===== config.mk =====
export PLATFORM = sky130hd
export DESIGN_NAME = color_token_tx
export DESIGN_NICKNAME = d
export VERILOG_FILES = /design/src/rtl/color_token_tx.sv
export SDC_FILE = /design/constraint.sdc
export NUM_CORES = 1
export LEC_CHECK = 0
export ABC_AREA = 1
export BUFFER_PORTS_ARGS = -buffer_cell sky130_fd_sc_hd__buf_4
export CAP_MARGIN = 10
export CELL_PAD_IN_SITES_DETAIL_PLACEMENT = 1
export CELL_PAD_IN_SITES_GLOBAL_PLACEMENT = 1
export CORE_UTILIZATION = 47
export CTS_CLUSTER_SIZE = 8
export DETAILED_ROUTE_END_ITERATION = 8
export PLACE_DENSITY_LB_ADDON = 0.1
export SYNTH_ARGS = -nofsm -noshare
export SYNTH_HDL_FRONTEND = slang
export SYNTH_SLANG_ARGS = --single-unit

===== constraint.sdc =====
create_clock -name clk -period 4.8 [get_ports clk]
set_input_delay 0 -clock clk [delete_from_list [all_inputs] [get_ports clk]]
set_output_delay 0 -clock clk [all_outputs]
set_load 0.02 [all_outputs]

===== src/rtl/color_token_tx.sv =====
`default_nettype none
// ============================================================================
// Module   : color_token_tx
// Purpose  : Buffers color-token requests in a small FIFO and drives them onto
//            a 64-bit bus, every token a visible value change (seq field).
//            Define COLOR_TS_EN to replace the payload with a free-running
//            timestamp captured at load time.
// Revision : 1.0 - initial release
// ============================================================================
module color_token_tx #(
    parameter int DEPTH = 4,
    parameter int HOLD  = 1,
    parameter int GAP   = 1
) (
    input  logic        clk,
    input  logic        rst_n,
    input  logic        req_vld,
    output logic        req_rdy,
    input  logic [15:0] req_color,
    input  logic [7:0]  req_kind,
    input  logic [31:0] req_payload,
    output logic [63:0] out0,
    output logic        busy,
    output logic [15:0] tx_cnt
);

    localparam int             c_aw       = (DEPTH > 1) ? $clog2(DEPTH) : 1;
    localparam int             c_cw       = c_aw + 1;
    localparam logic [c_cw-1:0] c_depth   = c_cw'(DEPTH);
    localparam int             c_hold_eff = (HOLD < 1) ? 1 : HOLD;
    localparam logic [3:0]     c_hold_ld  = 4'(c_hold_eff - 1);
    localparam logic [3:0]     c_gap_ld   = 4'((GAP > 0) ? GAP - 1 : 0);

    localparam logic [1:0] c_idle  = 2'd0;
    localparam logic [1:0] c_drive = 2'd1;
    localparam logic [1:0] c_gap   = 2'd2;

`ifdef COLOR_TS_EN
    localparam int c_dw = 24;
`else
    localparam int c_dw = 56;
`endif

    logic [c_dw-1:0] r_mem [DEPTH];
    logic [c_aw-1:0] r_wptr;
    logic [c_aw-1:0] r_rptr;
    logic [c_cw-1:0] r_count;
    logic            w_push;
    logic            w_pop;
    logic            w_empty;
    logic [c_dw-1:0] w_push_data;
    logic [c_dw-1:0] w_head;
    logic [31:0]     w_field;

    logic [1:0]  r_state;
    logic [1:0]  w_state_nxt;
    logic [3:0]  r_hold;
    logic [3:0]  w_hold_nxt;
    logic [3:0]  r_gap;
    logic [3:0]  w_gap_nxt;
    logic [6:0]  r_seq;
    logic [6:0]  w_seq_nxt;
    logic [63:0] r_out0;
    logic [63:0] w_out_nxt;
    logic [15:0] r_tx;
    logic        w_done;

    // Readiness comes from the registered count only; a same-cycle pop never frees a slot.
    assign req_rdy = rst_n && (r_count < c_depth);
    assign w_push  = req_vld && req_rdy;
    assign w_empty = (r_count == '0);
    assign w_head  = r_mem[r_rptr];

`ifdef COLOR_TS_EN
    logic [31:0] r_ts;
    logic        w_unused_payload;

    assign w_push_data      = {req_kind, req_color};
    assign w_field          = r_ts;
    assign w_unused_payload = ^req_payload;

    always_ff @(posedge clk) begin
        if (!rst_n) begin
            r_ts <= '0;
        end else begin
            r_ts <= r_ts + 32'd1;
        end
    end
`else
    assign w_push_data = {req_kind, req_color, req_payload};
    assign w_field     = w_head[31:0];
`endif

    always_ff @(posedge clk) begin
        if (w_push) begin
            r_mem[r_wptr] <= w_push_data;
        end
    end

    always_ff @(posedge clk) begin
        if (!rst_n) begin
            r_wptr  <= '0;
            r_rptr  <= '0;
            r_count <= '0;
        end else begin
            if (w_push) begin
                r_wptr <= r_wptr + 1'b1;
            end
            if (w_pop) begin
                r_rptr <= r_rptr + 1'b1;
            end
            r_count <= r_count + c_cw'(w_push) - c_cw'(w_pop);
        end
    end

    always_ff @(posedge clk) begin
        if (!rst_n) begin
            r_state <= c_idle;
            r_hold  <= '0;
            r_gap   <= '0;
            r_seq   <= '0;
            r_out0  <= '0;
            r_tx    <= '0;
        end else begin
            r_state <= w_state_nxt;
            r_hold  <= w_hold_nxt;
            r_gap   <= w_gap_nxt;
            r_seq   <= w_seq_nxt;
            r_out0  <= w_out_nxt;
            r_tx    <= r_tx + 16'(w_done);
        end
    end

    always_comb begin
        w_state_nxt = r_state;
        w_hold_nxt  = r_hold;
        w_gap_nxt   = r_gap;
        w_out_nxt   = r_out0;
        w_pop       = 1'b0;
        w_done      = 1'b0;
        case (r_state)
            c_idle: begin
                if (!w_empty) begin
                    w_pop       = 1'b1;
                    w_state_nxt = c_drive;
                    w_hold_nxt  = c_hold_ld;
                end
            end
            c_drive: begin
                if (r_hold == '0) begin
                    w_done = 1'b1;
                    if (GAP > 0) begin
                        w_state_nxt = c_gap;
                        w_gap_nxt   = c_gap_ld;
                    end else if (!w_empty) begin
                        w_pop      = 1'b1;
                        w_hold_nxt = c_hold_ld;
                    end else begin
                        w_state_nxt = c_idle;
                    end
                end else begin
                    w_hold_nxt = r_hold - 1'b1;
                end
            end
            c_gap: begin
                if (r_gap == '0) begin
                    if (!w_empty) begin
                        w_pop       = 1'b1;
                        w_state_nxt = c_drive;
                        w_hold_nxt  = c_hold_ld;
                    end else begin
                        w_state_nxt = c_idle;
                    end
                end else begin
                    w_gap_nxt = r_gap - 1'b1;
                end
            end
            default: begin
                w_state_nxt = c_idle;
            end
        endcase
        // A word loaded as the previous token retires carries the already-incremented seq.
        w_seq_nxt = r_seq + 7'(w_done);
        if (w_pop) begin
            w_out_nxt = {1'b1, w_seq_nxt, w_head[c_dw-1 -: 24], w_field};
        end else if (w_state_nxt != c_drive) begin
            w_out_nxt = '0;
        end
    end

    assign out0   = r_out0;
    assign tx_cnt = r_tx;
    assign busy   = (r_state != c_idle) || !w_empty;

endmodule
`default_nettype wire


==> results of run 1 <==
[metal layers]
layer  wire [um]  vias up  GRT usage
li1            -     4359          -
met1       13500     4554      0.283
met2       16100      171      0.408
met3        1170       47     0.0347
met4         651        0     0.0749
met5           0        -          0
[final timing paths]
kind                                   to       start  depth (start not counted)  slack (ns)
worst max-delay path             out0[49]  r_state[0]                         11        1.83
worst min-delay path            r_wptr[0]     req_vld                          3        0.14
worst max register to register   out0[49]  r_state[0]                         11        1.83
worst min register to register   out0[26]    out0[26]                          2        0.47
[where the power goes]
| group | total (mW) | switching (mW) | internal (mW) |
|---|---|---|---|
| logic | 2.81 | 1.88 | 0.938 |
| clock network | 3.05 | 1.16 | 1.89 |
| registers | 3.73 | 0.296 | 3.43 |
| total | 9.59 | 3.33 | 6.26 |
[stage by stage]
stage / worst slack (ns) / power, mW
6_report: 1.83 / 9.59
5_1_grt: 1.55 / 10.1
4_1_cts: 1.78 / 9.69
3_5_place_dp: 1.83 / 6.57
3_3_place_gp: 1.91 / 6.50
2_1_floorplan: 1.02 / 5.55
[worst reg2reg max path: stages, from the launching register on]
cell and delay [ns]:
dfxtp_1 0.40, inv_1 0.09, ha_1 0.24, nand3_1 0.11, nand2_1 0.07, nand2_2 0.17, inv_2 0.06, buf_4 0.36
a21oi_4 0.78, buf_4 0.38, nand4_1 0.14, nand2_1 0.12
[layout by cell type (no fill, tap or decap), types with 3 or more instances in the layout]
master         synthesis  routed
edfxtp_1             224     224
nor2_1               211     207
buf_4                  4     152
nand2_1              119     119
dfxtp_1              106     104
o21ai_0               71      71
nand3_1               65      65
nand4_1               62      62
dlygate4sd3_1          0      57
o32ai_1               56      56
clkbuf_16              0      49
inv_1                 45      45
clkbuf_1              39      33
a21oi_1               19      19
ha_1                  19      19
nor3_1                 6       6
o21ai_1                6       6
nor2_4                 0       4
nand2_2                3       3
xnor2_1                3       3
xor2_1                 3       3
[sequential cells by signal, indices dropped and copies added (netlist names), named ones only]
name and count:
r_state 2, r_hold 4, r_seq 7, r_mem 224, r_gap 4, r_rptr 2
out0 64, r_count 3, r_wptr 2, tx_cnt 16
[kinds of logic (layout without fill, tap and decap cells)]
family | after synthesis | in the layout | synth area share
AND/OR/NAND/NOR | 475 | 475 | 0.162
adder cells (fa/ha/maj) | 20 | 20 | 0.0202
AO/OA/AOI/OAI | 159 | 159 | 0.0811
XOR/XNOR | 6 | 6 | 0.00412
flip-flops | 330 | 330 | 0.694
buffers and inverters | 117 | 342 | 0.0387
[cell type report]
type / count / area share
Sequential cell: 330 / 0.553
Multi-Input combinational cell: 660 / 0.215
Timing Repair Buffer: 211 / 0.109
Clock buffer: 82 / 0.0842
Tap cell: 335 / 0.0262
Inverter: 47 / 0.0112
Clock inverter: 2 / 0.00164
[what timing repair did]
action	CTS	global route
setup buffers	0	0
hold endpoints to repair	227	0
hold buffers	57	0
gates resized for setup	0	0
==> impl_metrics.py, run 1 <==
metrics = {
    "synth": {
        "yosys-top-cells-area": "edfxtp_1 53%, dfxtp_1 17%, nor2_1 6.2%, o32ai_1 3.8%, nand2_1 3.5%",
        "yosysMostFrequentCell": "edfxtp_1",
        "synth_edf_count": 224,
        "ys_seq_area_frac": 0.694,
        "synth_nets": 1186,
        "synthCells": 1107,
        "yosys_warnings": 0,
        "async_reset_ff_frac": 0,
        "yosysTopAreaCell": "edfxtp_1",
        "synth.distinct_cells": 37,
        "synthesis.area_sq_um": 12700,
        "synth_common_cells": "224 x edfxtp_1, 211 x nor2_1, 119 x nand2_1",
        "netlist.area_leader.share": 0.528,
        "avgSynthCellArea_sq_um": 11.5,
        "ys.flop_type": "edfxtp_1",
        "synth-seq-cells": 330,
    },
    "worst_setup_path": {
        "cp_top_family": "buffers and inverters",
        "crit_chain": "inv_1 -> ha_1 -> nand3_1 -> nand2_1 -> nand2_2 -> inv_2 -> buf_4 -> a21oi_4 -> buf_4 -> nand4_1 -> nand2_1",
        "critPathRequiredTime_ns": 5.28,
        "startpoint_type": "flip-flop",
        "max_stage_delay_ns": 0.77,
        "cp_num_buf_inv": 4,
        "critPathKind": "flip-flop to flip-flop",
        "worstPathArrival_ns": 3.45,
        "end_kind": "flip-flop",
        "critical-path-slowest-cell": "a21oi_4",
        "worstPathMaxFanout": 59,
    },
    "floorplan": {
        "die_w_um": 167,
        "core_sq_um": 26400,
        "dieArea_sq_um": 27800,
        "boundaryPins": 141,
        "start_util": 0.484,
        "placementRows": 59,
        "dieHeight_um": 167,
    },
    "grt": {
        "grt_max_degree": 84,
        "grt.overflow.total": 0,
        "grt_pass1_vias": 9625,
        "grt_usage": 0.228,
        "grt_pass1_wl_um": 50100,
        "antenna_found_initial": 0,
    },
    "routing": {
        "totalWireLength_um": 31500,
        "avgViaCountPerCell": 5.48,
        "wire_per_inst_um": 18.9,
        "drtIter0Drc": 567,
        "dr_total_vias": 9131,
        "first_pass_iters": 4,
        "final_antenna_net_count": 0,
        "drc": 0,
    },
    "sta": {
        "tightest_slew_ns": 0.966,
        "setup_viol": 0,
        "fin_crit_sh": 0.618,
        "fmax_mhz": 337,
        "grt_setup_unrepaired": "no",
        "hold_viol": 0,
        "drv_slew": 0,
        "period_needed_ns": 2.97,
        "slew_headroom": 0.355,
        "finalHoldWorstSlack_ns": 0.145,
        "fin_tns_setup_ns": 0,
        "fin_skew_ns": 0.00781,
    },
    "power": {
        "ir_drop_mv": 0.383,
        "leakage_nw": 6.12,
        "p_per_area_nw_per_um2": 599,
    },
    "finish": {
        "drive_above_1_share": 0.167,
        "stdcell_count": 1667,
        "num-fill-cells": 2724,
        "final_util": 0.608,
        "nNetsFinal": 1376,
        "syn_to_final_growth_pct": 25.7,
        "finalInstanceArea_sq_um": 16000,
        "seq_area_sq_um": 8860,
        "multiInputGateArea_sq_um": 3440,
        "insertedDiodeCount": 0,
    },
    "cts": {
        "clockBufferDepth": 3,
        "cts-buffers-inserted": 47,
        "root_buffer": "clkbuf_16",
        "tritoncts": "done",
        "worst_skew_pair.late_latency_ns": 0.54,
        "htreeDepth": 2,
        "clk_pin_slew_ns": 0.05,
        "cts_num_sinks": 330,
    },
    "placement": {
        "routabilityCongestion": 0.751,
        "portBuffers": 140,
        "dp_hpwl_um": 17800,
        "dp.cells": 1526,
        "postPlaceCellArea_sq_um": 14100,
    },
    "outcome": {
        "outcome": "finished clean",
    },
    "job": {
        "maxCapViolCount": 0,
    },
    "hold_path": {
        "min_path_type": "input port to flip-flop",
    },
}
No activity file was read; power rests on OpenSTA's default activity.
==> run 2, diff against run 1 <==
Settings changed: CORE_UTILIZATION 47 to 42.
Clock period 4.8 ns to 2.5 ns, I/O delays scaled along.
==> run 2 against run 1 <==
Effect of this change:
- register-to-register slack got worse by 1.6 ns
- clock skew rose by 0.0091 ns
- final area rose by 1.6%
- clock-buffer cell count fell by 4
- critical path depth rose by 3
- first-iteration DRC count fell by 17%
- global-route usage fell by 1.8 points
- sequential power rose by 91%
- critical path type unchanged
- highest routed layer unchanged
- worst hold slack got worse by 0.11 ns
==> impl_metrics.py, run 2 (synthesis gave the netlist of run 1 again) <==
metrics = {
    "outcome": {
        "outcome": "finished clean",
    },
    "power": {
        "leakage_nw": 6.20,
        "p_per_area_nw_per_um2": 1140,
        "switching_share": 0.350,
        "pwr-share-comb": 0.309,
        "p_seq_frac": 0.382,
        "p_int_mw": 12.1,
        "switchingPower_mw": 6.51,
        "p_clk_frac": 0.310,
        "ir_drop_mv": 0.760,
    },
    "finish": {
        "stdcell_count": 1732,
        "num-fill-cells": 3089,
        "largest_reg_flops": 224,
        "top_register": "r_mem",
        "multiInputGateArea_sq_um": 3470,
        "syn_to_final_growth_pct": 27.7,
        "layout_common_cells": "224 x edfxtp_1, 205 x nor2_1, 154 x buf_4, 119 x nand2_1, 103 x dfxtp_1",
        "final_common_cell": "edfxtp_1",
        "seq_area_sq_um": 8860,
        "drive_above_1_share": 0.178,
        "nNetsFinal": 1386,
        "final_util": 0.548,
    },
    "cts": {
        "cts-buffers-inserted": 47,
        "worst_skew_pair.late_latency_ns": 0.55,
        "cts_num_sinks": 330,
        "clk_pin_slew_ns": 0.05,
        "root_buffer": "clkbuf_16",
        "clockBufferDepth": 3,
        "tritoncts": "done",
        "htreeDepth": 2,
    },
    "sta": {
        "fin_tns_setup_ns": 0,
        "setup_viol": 0,
        "slew_headroom": 0.469,
        "fin_skew_ns": 0.0169,
        "period_needed_ns": 2.30,
        "drv_slew": 0,
        "fin_crit_sh": 0.920,
        "hold_viol": 0,
        "grt_setup_unrepaired": "no",
        "fmax_mhz": 435,
        "tightest_slew_ns": 0.797,
    },
    "worst_setup_path": {
        "end_kind": "flip-flop",
        "crit_chain": "inv_1 -> ha_1 -> inv_1 -> nand2_1 -> nand2_2 -> inv_2 -> ha_1 -> inv_1 -> ha_1 -> inv_1 -> fa_1 -> xor2_1 -> o21ai_0 -> a21oi_1",
        "cp_num_buf_inv": 5,
        "critical-path-slowest-cell": "dfxtp_1",
        "critPathRequiredTime_ns": 2.98,
        "cp_top_family": "adder cells",
        "max_stage_delay_ns": 0.38,
        "startpoint_type": "flip-flop",
        "crit_top_cell": "inv_1",
        "worstPathMaxFanout": 4,
        "worstPathArrival_ns": 2.78,
        "critPathKind": "flip-flop to flip-flop",
    },
    "grt": {
        "grt_usage": 0.210,
        "grt.overflow.total": 0,
        "grt_pass1_wl_um": 51000,
        "gr-usage-met2": 0.369,
        "busiest_layer": "met2",
        "antenna_found_initial": 2,
        "grt_max_degree": 140,
        "grt_pass1_vias": 9703,
        "grtUsageMet1": 0.263,
        "met3_usage": 0.0342,
    },
    "placement": {
        "portBuffers": 140,
        "routabilityCongestion": 0.724,
        "dp_hpwl_um": 18000,
        "dp.cells": 1591,
    },
    "job": {
        "maxCapViolCount": 0,
    },
    "floorplan": {
        "core_sq_um": 29700,
        "boundaryPins": 141,
        "die_w_um": 176,
        "dieArea_sq_um": 31100,
        "placementRows": 63,
        "start_util": 0.429,
        "dieHeight_um": 176,
    },
    "routing": {
        "dr_total_vias": 9187,
        "avgViaCountPerCell": 5.30,
        "final_antenna_net_count": 0,
        "wire_per_inst_um": 18.4,
        "totalWireLength_um": 31900,
        "drc": 0,
        "first_pass_iters": 4,
        "drtIter0Drc": 473,
    },
    "hold_path": {
        "min_path_type": "input port to flip-flop",
    },
}
-- run 2: cell count changes in the layout (fill, tap and decap cells not counted), moves of 2 or more --
cell / delta
buf_4: +2
nor2_1: -2
clkbuf_1: -2
buf_12: +8
clkbuf_16: -2
diode_2: +2
-- run 2: timing repair --
item | CTS | global route
resized for setup | 0 | 8
hold buffers | 57 | 0
setup buffers | 0 | 0
endpoints found under the setup margin | 0 | 17
hold endpoints to repair | 235 | 0
-- run 2: power by group through the flow --
| stage | Sequential [mW] | Combinational, mW | Clock [mW] |
|---|---|---|---|
| 2_1_floorplan | 7.57 | 3.08 | 0 |
| 3_3_place_gp | 7.18 | 5.61 | 0 |
| 3_5_place_dp | 7.20 | 5.73 | 0 |
| 4_1_cts | 7.11 | 5.84 | 5.92 |
| 5_1_grt | 7.18 | 6.34 | 6.13 |
| 6_report | 7.11 | 5.75 | 5.76 |
-- run 2: area by class of cell --
cell class | count | share of cell area
inverter | 47 | 0.0110
antenna | 2 | 0.000307
clock buffer | 78 | 0.0794
tap | 390 | 0.0300
timing repair buffer | 221 | 0.118
sequential | 330 | 0.544
clock inverter | 4 | 0.00392
multi-input combinational | 660 | 0.213
-- run 2: path summary, 6_finish.rpt --
check / start / to / slack, ns / depth (start not counted)
max reg2reg: r_state[1] / r_count[2] / 0.20 / 14
min reg2reg: out0[0] / out0[0] / 0.47 / 2
min: req_vld / r_wptr[1] / 0.04 / 4
max: r_state[1] / r_count[2] / 0.20 / 14
-- run 2: stage by stage --
stage	hold slack [ns]	setup WS [ns]	total power, mW	cell area, sq um
5_1_grt	0.0533	0.0125	19.7	16300
3_5_place_dp	0.202	0.102	12.9	14300
4_1_cts	0.0268	0.0718	18.9	16200
2_1_floorplan	0.0989	-0.390	10.7	12800
6_report	0.0385	0.200	18.6	16300
3_3_place_gp	0.202	0.148	12.8	14300
-- run 2: worst register-to-register path: stages (launching register included) --
cell,delay [ns]
dfxtp_1,0.38
inv_1,0.11
ha_1,0.20
inv_1,0.07
nand2_1,0.06
nand2_2,0.07
inv_2,0.04
ha_1,0.27
inv_1,0.06
ha_1,0.13
inv_1,0.05
fa_1,0.37
xor2_1,0.19
o21ai_0,0.10
a21oi_1,0.14
-- run 2: layer usage --
layer,part of all wire,wire length (um)
met1,0.44,14000
met4,0.022,711
met5,0,0
met2,0.50,16000
met3,0.037,1180
==> run 3, diff against run 2 <==
Settings changed: REMOVE_ABC_BUFFERS set to 1.
==> run 3 against run 2 <==
Effect of this change:
- clock-buffer cell count rose by 2
- cell count rose by 0.35%
- utilization rose by 0.16 points
- register-to-register slack lost 0.05 ns
- sequential cell count unchanged
- clock power rose by 0.9%
- critical path depth unchanged
- final area increased by 0.28%
==> impl_metrics.py, run 3 (synthesis gave the netlist of run 1 again) <==
metrics = {
    "finish": {
        "syn_to_final_growth_pct": 28.1,
        "nNetsFinal": 1390,
        "final_common_cell": "edfxtp_1",
        "layout_common_cells": "224 x edfxtp_1, 204 x nor2_1, 157 x buf_4, 119 x nand2_1, 103 x dfxtp_1",
        "top_register": "r_mem",
        "stdcell_count": 1738,
        "largest_reg_flops": 224,
        "drive_above_1_share": 0.181,
        "final_util": 0.550,
    },
    "routing": {
        "totalWireLength_um": 32100,
        "wire_per_inst_um": 18.5,
        "drtIter0Drc": 510,
        "final_antenna_net_count": 0,
        "dr_total_vias": 9223,
        "avgViaCountPerCell": 5.31,
        "first_pass_iters": 4,
        "drc": 0,
    },
    "hold_path": {
        "hold_path.startpoint": "req_payload[29]",
        "hold-path-endpoint": "r_mem[3][29]",
        "min_path_type": "input port to flip-flop",
        "whs_path_depth": 2,
    },
    "sta": {
        "finalHoldWorstSlack_ns": 0.194,
        "hold_viol": 0,
        "drv_slew": 0,
        "setup_viol": 0,
        "tightest_slew_ns": 1.02,
        "period_needed_ns": 2.35,
        "slew_headroom": 0.323,
        "fin_crit_sh": 0.938,
        "fmax_mhz": 426,
        "fin_skew_ns": 0.0324,
    },
    "floorplan": {
        "boundaryPins": 141,
        "dieHeight_um": 176,
        "die_w_um": 176,
        "start_util": 0.429,
        "dieArea_sq_um": 31100,
        "core_sq_um": 29700,
        "placementRows": 63,
    },
    "worst_setup_path": {
        "worstPathArrival_ns": 2.80,
        "critPathRequiredTime_ns": 2.95,
        "critPathLaunch": "r_state[1]",
        "end_kind": "flip-flop",
        "reg2reg_slack_ns": 0.15,
        "r2r-end": "r_count[2]",
        "critPathKind": "flip-flop to flip-flop",
        "startpoint_type": "flip-flop",
        "r2r_cells": 14,
        "worstPathMaxFanout": 4,
        "r2r_start": "r_state[1]",
    },
    "grt": {
        "grt_pass1_wl_um": 51100,
        "grt_pass1_vias": 9663,
        "grt_max_degree": 93,
        "antenna_found_initial": 3,
        "grt_usage": 0.211,
        "grt.overflow.total": 0,
    },
    "job": {
        "maxCapViolCount": 0,
    },
    "power": {
        "p_per_area_nw_per_um2": 1150,
        "p_total_mw": 18.7,
        "leakage_nw": 6.21,
        "ir_drop_mv": 0.699,
    },
    "cts": {
        "clockBufferDepth": 3,
        "worst_skew_pair.late_latency_ns": 0.55,
        "cts_num_sinks": 330,
        "cts-buffers-inserted": 47,
        "tritoncts": "done",
        "htreeDepth": 2,
        "clk_pin_slew_ns": 0.05,
        "root_buffer": "clkbuf_16",
    },
    "placement": {
        "routabilityCongestion": 0.761,
        "portBuffers": 140,
        "dp.cells": 1593,
        "dp_hpwl_um": 18600,
    },
    "outcome": {
        "outcome": "finished clean",
    },
}
[run 3: cell count changes in the layout (fill, tap and decap cells not counted), sizes merged]
cell,change
buf,+3
diode,+1
clkbuf,+2
dlygate4sd3,+1
clkinvlp,+1
clkinv,-1
inv,-1
[run 3: how the worst max path moves through the flow]
stage	cells past startpoint	slack (ns)	end
after global placement	14	0.16	r_count[2]
after CTS	14	0.07	r_count[2]
final	14	0.15	r_count[2]
after detailed placement	14	0.09	r_count[2]
after global routing	14	-0.05	r_count[2]
after floorplan	3	-1.28	r_mem[0][0]
[run 3: routing by layer]
metal,GRT usage,up-vias,part of all wire
met3,0.0360,52,0.039
li1,-,4389,-
met2,0.372,176,0.50
met4,0.0678,0,0.019
met1,0.261,4606,0.44
met5,0,-,0
[run 3: report_power, final]
group | internal, mW | leakage [nW] | switching (mW)
sequential | 6.59 | 2.90 | 0.475
clock | 3.57 | 0.648 | 2.24
combinational | 2.00 | 2.67 | 3.83
total | 12.2 | 6.21 | 6.54
[run 3: cell type report]
| class | instances | area, sq um |
|---|---|---|
| Fill cell | 3114 | 13400 |
| Clock buffer | 80 | 1320 |
| Tap cell | 390 | 488 |
| Inverter | 47 | 179 |
| Clock inverter | 3 | 53.8 |
| Antenna cell | 3 | 7.51 |
| Multi-Input combinational cell | 660 | 3460 |
| Timing Repair Buffer | 225 | 1960 |
| Sequential cell | 330 | 8860 |
[run 3: through the flow]
step / instance area [sq um] / TNS (ns) / setup slack, ns
2_1_floorplan: 12400 / -352.88 / -1.28
3_3_place_gp: 14300 / 0 / 0.163
3_5_place_dp: 14300 / 0 / 0.0924
4_1_cts: 16300 / 0 / 0.0750
5_1_grt: 16300 / -0.0490 / -0.0490
6_report: 16300 / 0 / 0.154
[run 3: what timing repair did]
item,in CTS,in global routing
endpoints found under the setup margin,0,6
buffers inserted,0,1
hold endpoints to repair,234,0
hold buffers,58,0
gates resized for setup,0,7
[run 3: critical path, stage by stage, from the launching register on]
cell,delay (ns)
dfxtp_1,0.38
inv_1,0.10
ha_1,0.20
inv_1,0.07
nand2_1,0.06
nand2_2,0.08
inv_2,0.06
ha_1,0.26
inv_1,0.05
ha_1,0.13
inv_1,0.05
fa_1,0.38
xor2_1,0.19
o21ai_0,0.10
a21oi_1,0.16
